## config.mk

```make
export PLATFORM = sky130hd
export DESIGN_NAME = led_bar_decoder
export DESIGN_NICKNAME = d
export VERILOG_FILES = /design/src/rtl/led_bar_decoder.sv
export SDC_FILE = /design/constraint.sdc
export NUM_CORES = 1
export LEC_CHECK = 0
export CAP_MARGIN = 15
export CORE_MARGIN = 2
export CORE_UTILIZATION = 55
export CTS_BUF_LIST = sky130_fd_sc_hd__clkbuf_2
export DETAILED_ROUTE_END_ITERATION = 8
export PLACE_DENSITY = 0.93
export SLEW_MARGIN = 10
export SYNTH_ARGS = -nofsm -noshare
export SYNTH_HDL_FRONTEND = slang
export SYNTH_SLANG_ARGS = --single-unit
```

## constraint.sdc

```tcl
create_clock -name clk -period 6 [get_ports clk]
set_clock_uncertainty 0.1 [all_clocks]
set_input_delay 0.9 -clock clk [delete_from_list [all_inputs] [get_ports clk]]
set_output_delay 0.9 -clock clk [all_outputs]
set_load 0.03 [all_outputs]
```

## src/rtl/led_bar_decoder.sv

```systemverilog
// Bar-graph LED animation monitor: window-accumulates the bar, decodes fill level, tracks fill/drain sequence.
// Optional stall detector enabled by defining LBD_STALL_DET_EN.
module led_bar_decoder #(
  parameter int unsigned WIN       = 16,
  parameter int unsigned CNT_W     = 16,
  parameter int unsigned STALL_WIN = 64
) (
  input  logic             clk,
  input  logic             rst,
  input  logic             en,
  input  logic [7:0]       bar_in,
  output logic [3:0]       level,
  output logic             level_vld,
  output logic             dir,
  output logic             lock,
  output logic             err,
  output logic [1:0]       err_code,
  output logic [CNT_W-1:0] cycles
);

  localparam int unsigned WCW = (WIN > 1) ? $clog2(WIN) : 1;

  typedef enum logic [1:0] {IDLE, ACQ, RISE, FALL} state_t;

  state_t           state_q, state_nxt;
  logic [WCW-1:0]   wcnt_q;
  logic [7:0]       acc_q;
  logic             prev_vld_q, prev_vld_nxt;
  logic [3:0]       level_nxt;
  logic             vld_nxt, err_nxt, lock_nxt, dir_nxt;
  logic [1:0]       code_nxt;
  logic [CNT_W-1:0] cycles_nxt;

  logic [7:0]       snap_c;
  logic             win_end_c, thermo_c, hold_c;
  logic [3:0]       k_c;

`ifdef LBD_STALL_DET_EN
  localparam int unsigned SCW = $clog2(STALL_WIN + 1);
  logic [SCW-1:0]   stall_q, stall_nxt;
`endif

  // Window contents as seen on the window-end cycle, and its decode
  always_comb begin
    snap_c    = acc_q | bar_in;
    win_end_c = en && (wcnt_q == WCW'(WIN - 1));
    thermo_c  = ((snap_c & (snap_c + 8'd1)) == 8'd0);
    k_c       = 4'd0;
    for (int i = 0; i < 8; i++) k_c = k_c + {3'b000, snap_c[i]};
  end

  // Sequence tracker; prev level is the registered level, qualified by prev_vld
  always_comb begin
    state_nxt    = state_q;
    prev_vld_nxt = prev_vld_q;
    level_nxt    = level;
    vld_nxt      = 1'b0;
    err_nxt      = 1'b0;
    code_nxt     = err_code;
    cycles_nxt   = cycles;
    hold_c       = 1'b0;
    if (!en) begin
      state_nxt    = IDLE;
      prev_vld_nxt = 1'b0;
    end else begin
      if (state_q == IDLE) state_nxt = ACQ;
      if (win_end_c) begin
        if (!thermo_c) begin
          err_nxt  = 1'b1;
          code_nxt = 2'b01;
        end else begin
          vld_nxt      = 1'b1;
          level_nxt    = k_c;
          prev_vld_nxt = 1'b1;
          case (state_q)
            ACQ: begin
              if (!prev_vld_q)                 state_nxt = ACQ;
              else if (k_c == 4'd8)            state_nxt = FALL;
              else if (k_c == 4'd0)            state_nxt = RISE;
              else if (k_c == level + 4'd1)    state_nxt = RISE;
              else if (k_c + 4'd1 == level)    state_nxt = FALL;
              else if (k_c != level) begin
                err_nxt  = 1'b1;
                code_nxt = 2'b10;
              end
            end
            RISE: begin
              if (k_c == level)                hold_c = 1'b1;
              else if (k_c == level + 4'd1)    state_nxt = (k_c == 4'd8) ? FALL : RISE;
              else begin
                err_nxt   = 1'b1;
                code_nxt  = 2'b10;
                state_nxt = ACQ;
              end
            end
            FALL: begin
              if (k_c == level)                hold_c = 1'b1;
              else if (k_c + 4'd1 == level) begin
                if (k_c == 4'd0) begin
                  state_nxt = RISE;
                  if (cycles != {CNT_W{1'b1}}) cycles_nxt = cycles + CNT_W'(1);
                end
              end else begin
                err_nxt   = 1'b1;
                code_nxt  = 2'b10;
                state_nxt = ACQ;
              end
            end
            default: state_nxt = ACQ;
          endcase
        end
      end
    end

`ifdef LBD_STALL_DET_EN
    stall_nxt = stall_q;
    if (hold_c) begin
      if (stall_q + SCW'(1) == SCW'(STALL_WIN)) begin
        err_nxt   = 1'b1;
        code_nxt  = 2'b11;
        state_nxt = ACQ;
        stall_nxt = '0;
      end else begin
        stall_nxt = stall_q + SCW'(1);
      end
    end else if (vld_nxt) begin
      stall_nxt = '0;
    end
    if (state_nxt != RISE && state_nxt != FALL) stall_nxt = '0;
`endif

    lock_nxt = (state_nxt == RISE) || (state_nxt == FALL);
    dir_nxt  = (state_nxt == RISE);
  end

  // State, window and output registers
  always_ff @(posedge clk) begin
    if (!rst) begin
      state_q    <= IDLE;
      wcnt_q     <= '0;
      acc_q      <= '0;
      prev_vld_q <= 1'b0;
      level      <= '0;
      level_vld  <= 1'b0;
      dir        <= 1'b0;
      lock       <= 1'b0;
      err        <= 1'b0;
      err_code   <= '0;
      cycles     <= '0;
`ifdef LBD_STALL_DET_EN
      stall_q    <= '0;
`endif
    end else begin
      state_q    <= state_nxt;
      prev_vld_q <= prev_vld_nxt;
      level      <= level_nxt;
      level_vld  <= vld_nxt;
      dir        <= dir_nxt;
      lock       <= lock_nxt;
      err        <= err_nxt;
      err_code   <= code_nxt;
      cycles     <= cycles_nxt;
`ifdef LBD_STALL_DET_EN
      stall_q    <= stall_nxt;
`endif
      if (!en || win_end_c) begin
        wcnt_q <= '0;
        acc_q  <= '0;
      end else begin
        wcnt_q <= wcnt_q + WCW'(1);
        acc_q  <= snap_c;
      end
    end
  end

endmodule

```

==> results by stage, run 1 <==
STA:
- For the pin with the worst max-slew slack, the measured transition is 0.827 ns.
- The maximum clock rate is 172 MHz.
- In this run the tightest slew margin relative to its limit is 0.447.
- The total count of max-transition violations in the final report is 0.
- The count of final hold-check violations is 0.
- The worst path needs 5.82 ns of the cycle, external delays included.
- Dividing the final minimum period by the clock period gives 0.969.
- The minimum hold slack is 0.358 ns.
- Setup violations remaining at the end of the flow were counted as 0.

Drt:
- The DRC marker count from the first detailed-route iteration is 166.
- Dividing the detail-routed via count by the number of cells gives 5.60.
- The total length of routed wires is 4820 um.
- The count of nets left with antenna violations once routing finished came out at 0.
- The routed layout has 1,994 vias.
- Dividing the detail-routed wire length by the instance count gives 13.5 um.
- The number of detailed-route iterations in the first pass is 4.
- The final routed DRC violation total is 0.

Layout:
- In the final layout, the share of cells above drive strength 1 is 0.101.
- For this run, the post-layout net count is 335.
- Fill cells in the final layout number 288.
- The area added between synthesis and finish is 22.3%.
- Leaving out fill and tap cells, the most frequent cells in the layout are sky130_fd_sc_hd__nor2_1, sky130_fd_sc_hd__dfxtp_1, sky130_fd_sc_hd__clkdlybuf4s50_1.
- The commonest non-fill, non-tap cell in the layout is sky130_fd_sc_hd__nor2_1.
- The area of all placed cells without fillers is 2810 um^2.
- The count of cells in the finished layout, fillers not included, comes to 356.
- 0 antenna diodes ended up in the layout.

Worst setup path:
- STA classifies the critical path startpoint as an input pin.
- The required time at the worst-slack endpoint is 6.24 ns.
- The element type at the critical path end is a flip-flop.
- For this run, the slowest stage of the critical path takes 0.56 ns.
- The highest-delay cell along the critical path is sky130_fd_sc_hd__fa_1.
- Along the worst path, the maximum fanout reaches 6.
- The kind of cell with the highest combined delay on the critical path is adder cells.
- The number of cells on the critical path is 18.
- The worst path arrival time is 6.06 ns.
- Walking the worst path, the cells encountered are clkdlybuf4s50_1 > or2_2 > fa_1 > inv_1 > fa_1 > fa_1 > inv_1 > ha_1 > fa_1 > ha_1 > xnor2_1 > a211oi_1 > mux2i_1 > a211oi_4 > nor2_1 > nand3_1 > a2111o_1 > a31o_1.
- The number of cells on the worst reg-to-reg path is 17.
- Together, buffers and inverters on the worst path number 3.
- The critical path is of the in2reg type.
- Among the stages of the critical path, the cell type that occurs most often is sky130_fd_sc_hd__fa_1.

Logic synthesis:
- Counting every instance in the synthesized netlist gives 259.
- In the synthesized netlist the async set-or-reset flop fraction comes to 0.
- For this run, the leading register cell type out of synthesis is sky130_fd_sc_hd__dfxtp_1.
- The cell area after synthesis is 2290 um^2.
- The net count after synthesis is 289.
- The post-synthesis sequential element count is 41.
- The distinct cell type count after synthesis is 51.
- The number of enable-type register cells in the synthesized netlist is 0.
- For this run, the number of Yosys warnings is 0.
- After synthesis, the mean cell area works out to 8.86 um^2.
- The share of the Yosys chip area taken by registers is 0.358.

Global route:
- The layer carrying the most global-route usage is met2.
- The via count of the first global-routing pass is 1,904.
- For met1 alone, demand over resource in global routing was 0.295.
- The wire length of the first global-routing pass is 8210 um.
- For this run, the total global-route usage over all layers was measured as 0.230.
- In the global route stage, met2 resource usage came out at 0.374.
- The initial antenna violation count came to 0.
- Summed over all layers, the global routing overflow is 0.
- The global routing met3 resource utilization is 0.0503.
- The largest net degree at the start of global routing is 24.

Place:
- The count of buffers added on input and output ports is 36.
- The cell area reported after detailed placement is 2750 um^2.
- The total placed cells including tap cells is 348.
- The routability congestion estimate is 0.953.
- The HPWL reported at the end of detailed placement is 3650 um.

Clock network:
- The clock slew seen by the registers of the worst setup and hold paths is 0.21 ns.
- The number of buffers inserted for hold repair after clock tree synthesis is 0.
- The cell sitting at the root of the clock tree is a sky130_fd_sc_hd__clkbuf_2.
- Buffers inserted during clock tree synthesis total 5.
- The number of setup buffers added after CTS is 0.
- The TritonCTS clock tree is done.
- The longest clock path from root to sink contains 2 buffers.
- The clock reaches the later pin of the worst-skew pair after 0.42 ns.
- CTS saw 41 sinks.
- The depth of the CTS H-tree is 2.

Power and ir drop:
- In this run the static leakage power is 1.04 nW.
- The power per unit of standard cell area is 244 nW/um^2.
- The worst-case vdd ir drop is 0.156 mV.

Outcome:
- The flow ran to the end, and the final reports show no timing, DRC or antenna violations.

Worst hold path:
- The tightest min-delay check is of the reg2reg type.
- Along the worst hold path, the cell count comes to 1.

Die:
- The I/O pin count is 37.
- After floorplanning, the core was divided into 23 placement rows.
- The die outline area is 4700 um^2.
- The chip height is 68.6 um.
- The region available for standard cell placement spans 4000 um^2.
- The die width is 68.6 um.
- The initial utilization of the core area, before any placement, comes to 0.573.

Run:
- The number of maximum-capacitance violations is 0.
[sequential cells by signal, indices dropped and copies added, names as in the netlist, 2 cells and up]
register	flops
acc_q	8
state_q	2
wcnt_q	4
err_code	2
cycles	16
level	4
[logic make-up (layout without fill, tap and decap cells)]
logic type,after synthesis,in the layout,synth area share
and+or+nand+nor,108,108,0.236
adders and majority gates,19,19,0.117
muxes,5,5,0.0240
AOI/OAI and AO/OA,39,39,0.131
DFF,41,41,0.358
xor gates and xnor gates,24,24,0.0949
buffers and inverters,23,70,0.0393
[metrics by stage]
stage          setup TNS [ns]  utilization  setup WS, ns  total power, mW
2_1_floorplan               0            -         0.387            0.488
3_3_place_gp          -0.0664        0.688       -0.0392            0.545
3_5_place_dp            -1.84        0.688        -0.180            0.560
4_1_cts                     0        0.699         0.217            0.684
5_1_grt               -0.0245        0.701       -0.0245            0.724
6_report                    0        0.701         0.184            0.685
[area by class of cell]
class                      count  area (um^2)  area share
tap                           50         62.6      0.0223
clock buffer                   5         25.0     0.00892
sequential                    41          821       0.293
clock inverter                 3         17.5     0.00624
inverter                      18         67.6      0.0241
multi-input combinational    195         1390       0.496
timing repair buffer          44          420       0.150
[synthesized netlist by cell type, drive strengths merged (2+ instances only)]
master  count  area share
nand2b      2      0.0055
o22ai       2      0.0055
nor2b       3      0.0082
clkbuf      4      0.0065
and4        2      0.0076
nor2       44       0.072
a31o        4       0.015
and2        5       0.015
nand3      10       0.022
o21ai       7       0.015
nand2      13       0.021
dfxtp      41        0.36
a211oi      3       0.015
nor4        3       0.014
or2         3      0.0082
mux2i       4       0.017
inv        18       0.029
ha         15       0.082
nor3       11       0.024
xnor2      15       0.061
a21oi      10       0.022
xor2        9       0.034
nand4       6       0.016
fa          4       0.035
[worst paths after layout]
| path | to | from | slack (ns) |
|---|---|---|---|
| setup / recovery | err_code[0] | bar_in[1] | 0.18 |
| hold / removal | wcnt_q[0] | wcnt_q[0] | 0.36 |
| setup reg to reg | err_code[0] | acc_q[1] | 0.78 |
| hold reg to reg | wcnt_q[0] | wcnt_q[0] | 0.36 |
[layer usage]
metal | share of wire | wire, um
met1 | 0.45 | 2180
met2 | 0.48 | 2330
met3 | 0.048 | 229
met4 | 0.017 | 84
met5 | 0 | 0
[what timing repair did]
item	4_1_cts	5_1_grt
resized for setup	0	1
endpoints found under the setup margin	0	2
hold endpoints to repair	0	0
[where the power goes]
part | internal (mW) | switching, mW | total [mW]
clock | 0.0271 | 0.0965 | 0.124
sequential | 0.277 | 0.00160 | 0.278
combinational | 0.119 | 0.165 | 0.284
total | 0.423 | 0.263 | 0.685
No activity file was read; power rests on OpenSTA's default activity.
==> inputs of run 2 (changes only) <==
--- a/config.mk
+++ b/config.mk
@@ -10,8 +10,9 @@
 export CORE_UTILIZATION = 55
 export CTS_BUF_LIST = sky130_fd_sc_hd__clkbuf_2
 export DETAILED_ROUTE_END_ITERATION = 8
-export PLACE_DENSITY = 0.93
+export PLACE_DENSITY = 0.79
 export SLEW_MARGIN = 10
 export SYNTH_ARGS = -nofsm -noshare
 export SYNTH_HDL_FRONTEND = slang
 export SYNTH_SLANG_ARGS = --single-unit
+export TNS_END_PERCENT = 100
==> run 2 against run 1 <==
Effect of this change: wire length grew 0.89%; via count shrank 2.4%; critical path depth is the same; worst setup slack gained 0.14 ns; global-route usage is essentially flat.
==> results by stage, run 2 (synthesis results as in run 1) <==
Outcome:
- The flow ran to the end, and the final reports show no timing, DRC or antenna violations.

Layout:
- The largest register by flop count is cycles.
- The commonest non-fill, non-tap cell in the layout is sky130_fd_sc_hd__nor2_1.
- After the last flow step, the layout net total stands at 336.
- Compared with the post-synthesis result, the final layout area differs by 23.3%.
- In the final layout, the registers with the most flip-flops are cycles: 16 flops, acc_q: 8 flops.
- The flip-flop count of the largest register, all copies and words added is 16.
- Leaving out fill and tap cells, the most frequent cells in the layout are sky130_fd_sc_hd__nor2_1, sky130_fd_sc_hd__dfxtp_1, sky130_fd_sc_hd__clkdlybuf4s50_1.
- The register cell area after layout is 821 um^2.
- For this run, the number of standard cells in the final layout without fillers is 357.
- Of the cells placed in the final design, the portion with a size suffix greater than 1 is 0.101.
- Measured on the finished design, the core utilization comes to 0.707.
- The area of all placed cells without fillers is 2830 um^2.
- The number of fill cells is 325.
- The multi-input combinational cells in the finished layout cover a total of 1380 um^2.
- The antenna cell count is 0.

Power and ir drop:
- Power spread over the standard cell area amounts to 256 nW/um^2.
- For this design the static power due to leakage is 1.06 nW.
- The worst-case IR drop observed on VDD is 0.184 mV.
- The overall power after layout is 725 uW.

Clock network:
- The post-cts sizing count is 0.
- The root buffer cell chosen for the clock tree is sky130_fd_sc_hd__clkbuf_2.
- In this run, post-CTS hold repair placed 0 buffers.
- The clock drives 41 sinks.
- The largest buffer count on any clock path is 2.
- The latest clock arrival within the worst-skew pair is 0.42 ns.
- The number of buffers created by CTS is 5.
- The number of setup buffers added after CTS is 0.
- The depth of the CTS H-tree is 2.
- The TritonCTS clock tree is done.
- The clock slew seen by the registers of the worst setup and hold paths is 0.22 ns.

Worst hold path:
- The type of the worst min-delay path is reg2reg.
- Counting instances, the worst hold path has a depth of 1.
- The terminating pin of the worst hold path is wcnt_q[0].
- The startpoint of the most critical hold path is wcnt_q[0].

Place:
- The worst setup slack after placement is -0.137 ns.
- Routability-driven placement finished with a final weighted congestion of 0.879.
- The cell area reported after detailed placement is 2760 um^2.
- Summed over all nets, the half-perimeter wirelength after detailed placement is 3630 um.
- Input and output buffers added on the ports amount to 36.
- Including well taps, the total number of placed cells is 349.

Worst setup path:
- The start-to-end type of the worst setup path is in2reg.
- The startpoint identified for the worst register-to-register timing path is acc_q[1].
- For the worst setup path, the data arrival time is 5.93 ns.
- Measured in cells, the most critical reg-to-reg path has a length of 17.
- The internal reg-to-reg setup slack is 0.91 ns.
- The endpoint identified for the worst register-to-register timing path is err_code[0].
- The category of the worst setup path launch point is an input pin.
- The largest fanout of any net on the critical path is 6.
- STA classifies the critical path endpoint as a flip-flop.
- At the worst endpoint, the required time is 6.25 ns.

Die:
- The area of the core is 4000 um^2.
- Measured along the x axis, the die boundary spans 68.6 um.
- The site row count is 23.
- The die covers 4700 um^2.
- The I/O pin count is 37.
- The chip height is 68.6 um.
- For this configuration, the core starts out at a cell density of 0.573.

STA:
- Setup violations remaining at the end of the flow were counted as 0.
- Setup total negative slack on the finished layout was measured at 0 ns.
- The count of final hold-check violations was 0.
- The share of the clock period used by the worst path is 0.947.
- The total count of max-transition violations in the final report came to 0.
- The final worst-path setup slack is 0.320 ns.
- The normalized max-slew margin is 0.445.
- The minimum hold slack is 0.370 ns.
- The transition time at the pin with the least slew margin is 0.830 ns.
- For this run, the top clock speed supported by timing is 176 MHz.
- Setup repair after global routing left no endpoint under its margin.
- The shortest period the worst path allows is 5.68 ns.

Drt:
- The detail-routed via count per cell is 5.45.
- The DRC marker count from the first detailed-route iteration is 140.
- For this block, the routed nets add up to 4860 um of wire.
- The routed length per placed instance is 13.6 um.
- For this run, the detailed router's first-pass iteration total came to 4.
- The remaining antenna violation count is 0.
- The routed layout has 1,946 vias.
- The final routed DRC violation total is 0.

Global route:
- The initial antenna violation count is 0.
- Summed over all layers, the global routing overflow is 0.
- The first global-routing pass estimated 8150 um of wire.
- The largest net degree at the start of global routing is 24.
- The via count of the first global-routing pass was 1,863.
- For this run, the total global-route usage over all layers was measured as 0.230.

Run:
- Across the run, the number of max-cap violations was 0.
run 2: worst max path at each step:
stage          startpoint           to  slack [ns]  cells past startpoint
6_report        bar_in[1]  err_code[0]        0.32                     18
2_1_floorplan   bar_in[1]  err_code[0]        0.39                     17
3_3_place_gp    bar_in[3]  err_code[0]       -0.06                     18
3_5_place_dp    bar_in[1]  err_code[0]       -0.14                     18
4_1_cts         bar_in[1]  err_code[0]        0.33                     18
5_1_grt         bar_in[1]   cycles[13]        0.03                     19
run 2: routing by layer:
layer / share of wire / up-vias / track usage
met5: 0 / - / 0
met4: 0.016 / 0 / 0.0850
met3: 0.042 / 9 / 0.0503
met2: 0.49 / 49 / 0.377
met1: 0.46 / 906 / 0.297
li1: - / 982 / -
run 2: layout make-up:
type,instances,share of cell area
multi-input cells,195,0.489
flip-flops and latches,41,0.290
repair buffers,45,0.151
clock inverters,3,0.0146
clock buffers,5,0.00885
well taps,50,0.0221
inverters,18,0.0239
run 2: power breakdown:
part / internal, mW / leakage [nW] / switching [mW] / total, mW
Sequential: 0.276 / 0.332 / 0.00162 / 0.278
Combinational: 0.121 / 0.694 / 0.162 / 0.283
Clock: 0.0689 / 0.0366 / 0.0945 / 0.163
Total: 0.467 / 1.06 / 0.258 / 0.725
run 2: worst max-delay path, stage by stage:
cell and delay (ns):
sky130_fd_sc_hd__clkdlybuf4s50_1 0.41, sky130_fd_sc_hd__or2_2 0.33, sky130_fd_sc_hd__fa_1 0.53, sky130_fd_sc_hd__inv_1 0.06
sky130_fd_sc_hd__fa_1 0.50, sky130_fd_sc_hd__fa_1 0.54, sky130_fd_sc_hd__inv_1 0.04, sky130_fd_sc_hd__ha_1 0.20
sky130_fd_sc_hd__fa_1 0.47, sky130_fd_sc_hd__ha_1 0.21, sky130_fd_sc_hd__xnor2_1 0.29, sky130_fd_sc_hd__a211oi_1 0.07
sky130_fd_sc_hd__mux2i_1 0.24, sky130_fd_sc_hd__a211oi_4 0.14, sky130_fd_sc_hd__nor2_1 0.23, sky130_fd_sc_hd__nand3_1 0.11
sky130_fd_sc_hd__a2111o_1 0.44, sky130_fd_sc_hd__a31o_1 0.22
==> inputs of run 3 (changes only) <==
--- a/config.mk
+++ b/config.mk
@@ -5,12 +5,12 @@
 export SDC_FILE = /design/constraint.sdc
 export NUM_CORES = 1
 export LEC_CHECK = 0
-export CAP_MARGIN = 15
+export CAP_MARGIN = 10
 export CORE_MARGIN = 2
 export CORE_UTILIZATION = 55
 export CTS_BUF_LIST = sky130_fd_sc_hd__clkbuf_2
 export DETAILED_ROUTE_END_ITERATION = 8
-export PLACE_DENSITY = 0.79
+export PLACE_DENSITY = 0.82
 export SLEW_MARGIN = 10
 export SYNTH_ARGS = -nofsm -noshare
 export SYNTH_HDL_FRONTEND = slang
==> run 3 against run 2 <==
Effect of this change: register-to-register slack lost 0.06 ns; worst setup slack lost 0.033 ns; sequential share of layout area shrank 0.051 points.
==> results by stage, run 3 (synthesis results as in run 1) <==
Layout:
- The register with the most flip-flops in the final layout is cycles.
- The net count of the finished layout is 336.
- The largest registers in the layout are cycles: 16 flops, acc_q: 8 flops.
- The flip-flop count of the largest register, all copies and words added is 16.
- For this run, the number of standard cells in the final layout without fillers is 357.
- The number of antenna diodes in the final layout is 0.
- The area added between synthesis and finish is 23.5%.
- In the final layout, the share of cells above drive strength 1 is 0.104.
- Leaving out fill and tap cells, the most frequent cell in the layout is sky130_fd_sc_hd__nor2_1.
- The library cells used most frequently in the layout, excluding fill and tap cells, are sky130_fd_sc_hd__nor2_1, sky130_fd_sc_hd__dfxtp_1, sky130_fd_sc_hd__clkdlybuf4s50_1.

STA:
- The routed design could run at a clock period as short as 5.71 ns.
- For this run, the top clock speed supported by timing is 175 MHz.
- Setup repair after global routing left no endpoint under its margin.
- Setup violations remaining at the end of the flow were counted as 0.
- The accumulated negative setup slack is 0 ns.
- The final worst-path setup slack is 0.287 ns.
- The total count of max-transition violations in the final report was 0.
- The count of final hold-check violations was 0.
- For the pin with the worst max-slew slack, the measured transition is 0.793 ns.
- The share of the clock period used by the worst path is 0.952.
- Final hold analysis gives a worst-case slack of 0.378 ns.
- In this run the tightest slew margin relative to its limit is 0.469.

Drt:
- After the first detailed-routing iteration, the DRC count stood at 126.
- After detailed routing, the average wire length per cell comes to 14.2 um.
- In the routed layout, each cell is associated on average with a via count of 5.54.
- Summed over all layers, the routed wires come to 5060 um.
- The first detailed-routing pass ran for 4 iterations.
- Detailed routing inserted a total of 1,977 vias.
- The final routed DRC violation total is 0.
- In this run the remaining antenna-violating nets after routing total 0.

Worst setup path:
- The worst setup path is launched from an input pin.
- The largest fanout of any net on the critical path is 8.
- Data arrives at the worst endpoint at 5.92 ns.
- The start-to-end type of the worst setup path is in2reg.
- The worst setup path is captured at a flip-flop.
- The kind of cell with the highest combined delay along the critical path is adder cells.
- The highest-delay cell along the critical path is sky130_fd_sc_hd__fa_1.
- Counting cells, the worst reg-to-reg path comes to 17.
- The internal reg-to-reg setup slack is 0.85 ns.
- The biggest cell delay along the critical path is 0.54 ns.
- The required time at the worst-slack endpoint is 6.20 ns.
- The startpoint identified for the worst register-to-register timing path is acc_q[1].
- The endpoint identified for the worst register-to-register timing path is cycles[9].
- The signal on the critical path passes through clkdlybuf4s50_1 > or2_2 > fa_1 > inv_1 > fa_1 > fa_1 > inv_1 > ha_1 > fa_1 > ha_1 > xnor2_1 > a211oi_1 > mux2i_1 > a211oi_4 > o211ai_2 > nor4_2 > xnor2_1 > nor2_1.
- The sum of buffers and inverters on the critical path is 3.
- The cell that appears most often on the critical path is sky130_fd_sc_hd__fa_1.

Clock network:
- TritonCTS built the clock tree.
- The TritonCTS sink count is 41.
- The number of buffers created by CTS is 5.
- The H-tree generated during clock tree synthesis spans 2 levels.
- The clock slew seen by the registers of the worst setup and hold paths is 0.23 ns.
- The latest clock arrival within the worst-skew pair is 0.42 ns.
- The post-cts sizing count is 0.
- The library cell used as clock root buffer is sky130_fd_sc_hd__clkbuf_2.
- The longest clock path from root to sink contains 2 buffers.

Global route:
- For this run the aggregate overflow at the end of global routing stands at 0.
- The global routing stage identified its most utilized layer as met2.
- The total routing usage reported by global routing is 0.241.
- For this run, global-route usage on met1 was measured as 0.291.
- For this run, global-route usage on met3 was measured as 0.0633.
- Entering global routing, the biggest net connects 24 pins.
- The global routing met2 resource utilization is 0.418.
- The via count of the first global-routing pass is 1,887.
- The initial antenna violation count is 0.
- The first global-routing pass estimated 8450 um of wire.

Die:
- The die outline area is 4700 um^2.
- From left edge to right edge, the die measures 68.6 um.
- The floorplan has 23 rows.
- The core region is 4000 um^2.
- Pin placement for this block handled 37 I/O pins.
- The initial utilization of the core area, before any placement, comes to 0.573.
- The chip height is 68.6 um.

Power and ir drop:
- Across the VDD grid, the largest voltage drop is 0.216 mV.
- Total power for the finished layout comes to 736 uW.
- In this run the power density over the cells is 260 nW/um^2.
- The static leakage is 1.06 nW.

Outcome:
- The run finished with clean final reports.

Place:
- The total placed cells including tap cells is 349.
- The routability congestion estimate is 0.889.
- At the placement stage, the worst setup path has a slack of -0.160 ns.
- In this run the tool buffered the top-level ports with 36 buffer cells.
- Once detailed placement completed, the half-perimeter wirelength came to 3860 um.

Worst hold path:
- The hold-critical path depth is 2.
- The terminating pin of the worst hold path is err_code[1].
- The type of the worst min-delay path is reg2reg.
- In this run the most critical hold path is launched from err_code[1].

Run:
- The number of maximum-capacitance violations is 0.
-- run 3: cell count changes in the layout (fill, tap and decap cells not counted) --
cell	previous run	this run
sky130_fd_sc_hd__clkinv_1	1	0
sky130_fd_sc_hd__clkinv_4	0	1
-- run 3: through the flow --
stage                     cell area (um^2)  utilization
after floorplan                       2290            -
after global routing                  2830        0.708
final                                 2830        0.708
after CTS                             2830        0.708
after detailed placement              2760        0.690
after global placement                2760        0.690
-- run 3: how the worst max path moves through the flow --
| stage | start | to | cells after the start |
|---|---|---|---|
| 3_3_place_gp | bar_in[1] | err_code[0] | 18 |
| 5_1_grt | bar_in[1] | cycles[9] | 18 |
| 4_1_cts | bar_in[1] | cycles[9] | 18 |
| 6_report | bar_in[1] | cycles[9] | 18 |
| 2_1_floorplan | bar_in[1] | err_code[0] | 17 |
| 3_5_place_dp | bar_in[1] | cycles[9] | 18 |
-- run 3: layout make-up --
class | count | area (um^2)
clock buffers | 5 | 25.0
clock inverters | 3 | 46.3
fillers | 322 | 1170
inverters | 18 | 67.6
multi-input cells | 195 | 1380
flip-flops and latches | 41 | 821
well taps | 50 | 62.6
repair buffers | 45 | 428
-- run 3: worst reg2reg max path: cells and delay by family, from the launching register on --
family / cells / cell delay [ns]
AOI/OAI and AO/OA: 3 / 0.87
xor gates and xnor gates: 2 / 0.33
adders and majority gates: 6 / 2.46
buffers and inverters: 2 / 0.10
DFF: 1 / 0.36
muxes: 1 / 0.15
and+or+nand+nor: 3 / 0.68
-- run 3: timing repair --
item	in CTS	in global routing
setup buffers	0	0
endpoints found under the setup margin	0	1
hold buffers	0	0
-- run 3: where the power goes --
| part | leakage, nW | total (mW) | internal (mW) | switching, mW |
|---|---|---|---|---|
| registers | 0.332 | 0.278 | 0.277 | 0.00176 |
| logic | 0.693 | 0.286 | 0.124 | 0.162 |
| clock network | 0.0392 | 0.171 | 0.0710 | 0.100 |
| total | 1.06 | 0.736 | 0.472 | 0.264 |
-- run 3: routing by layer --
metal  part of all wire  wire (um)
met5                  0          0
met4             0.0059         30
met3              0.051        258
met2               0.50       2550
met1               0.44       2220
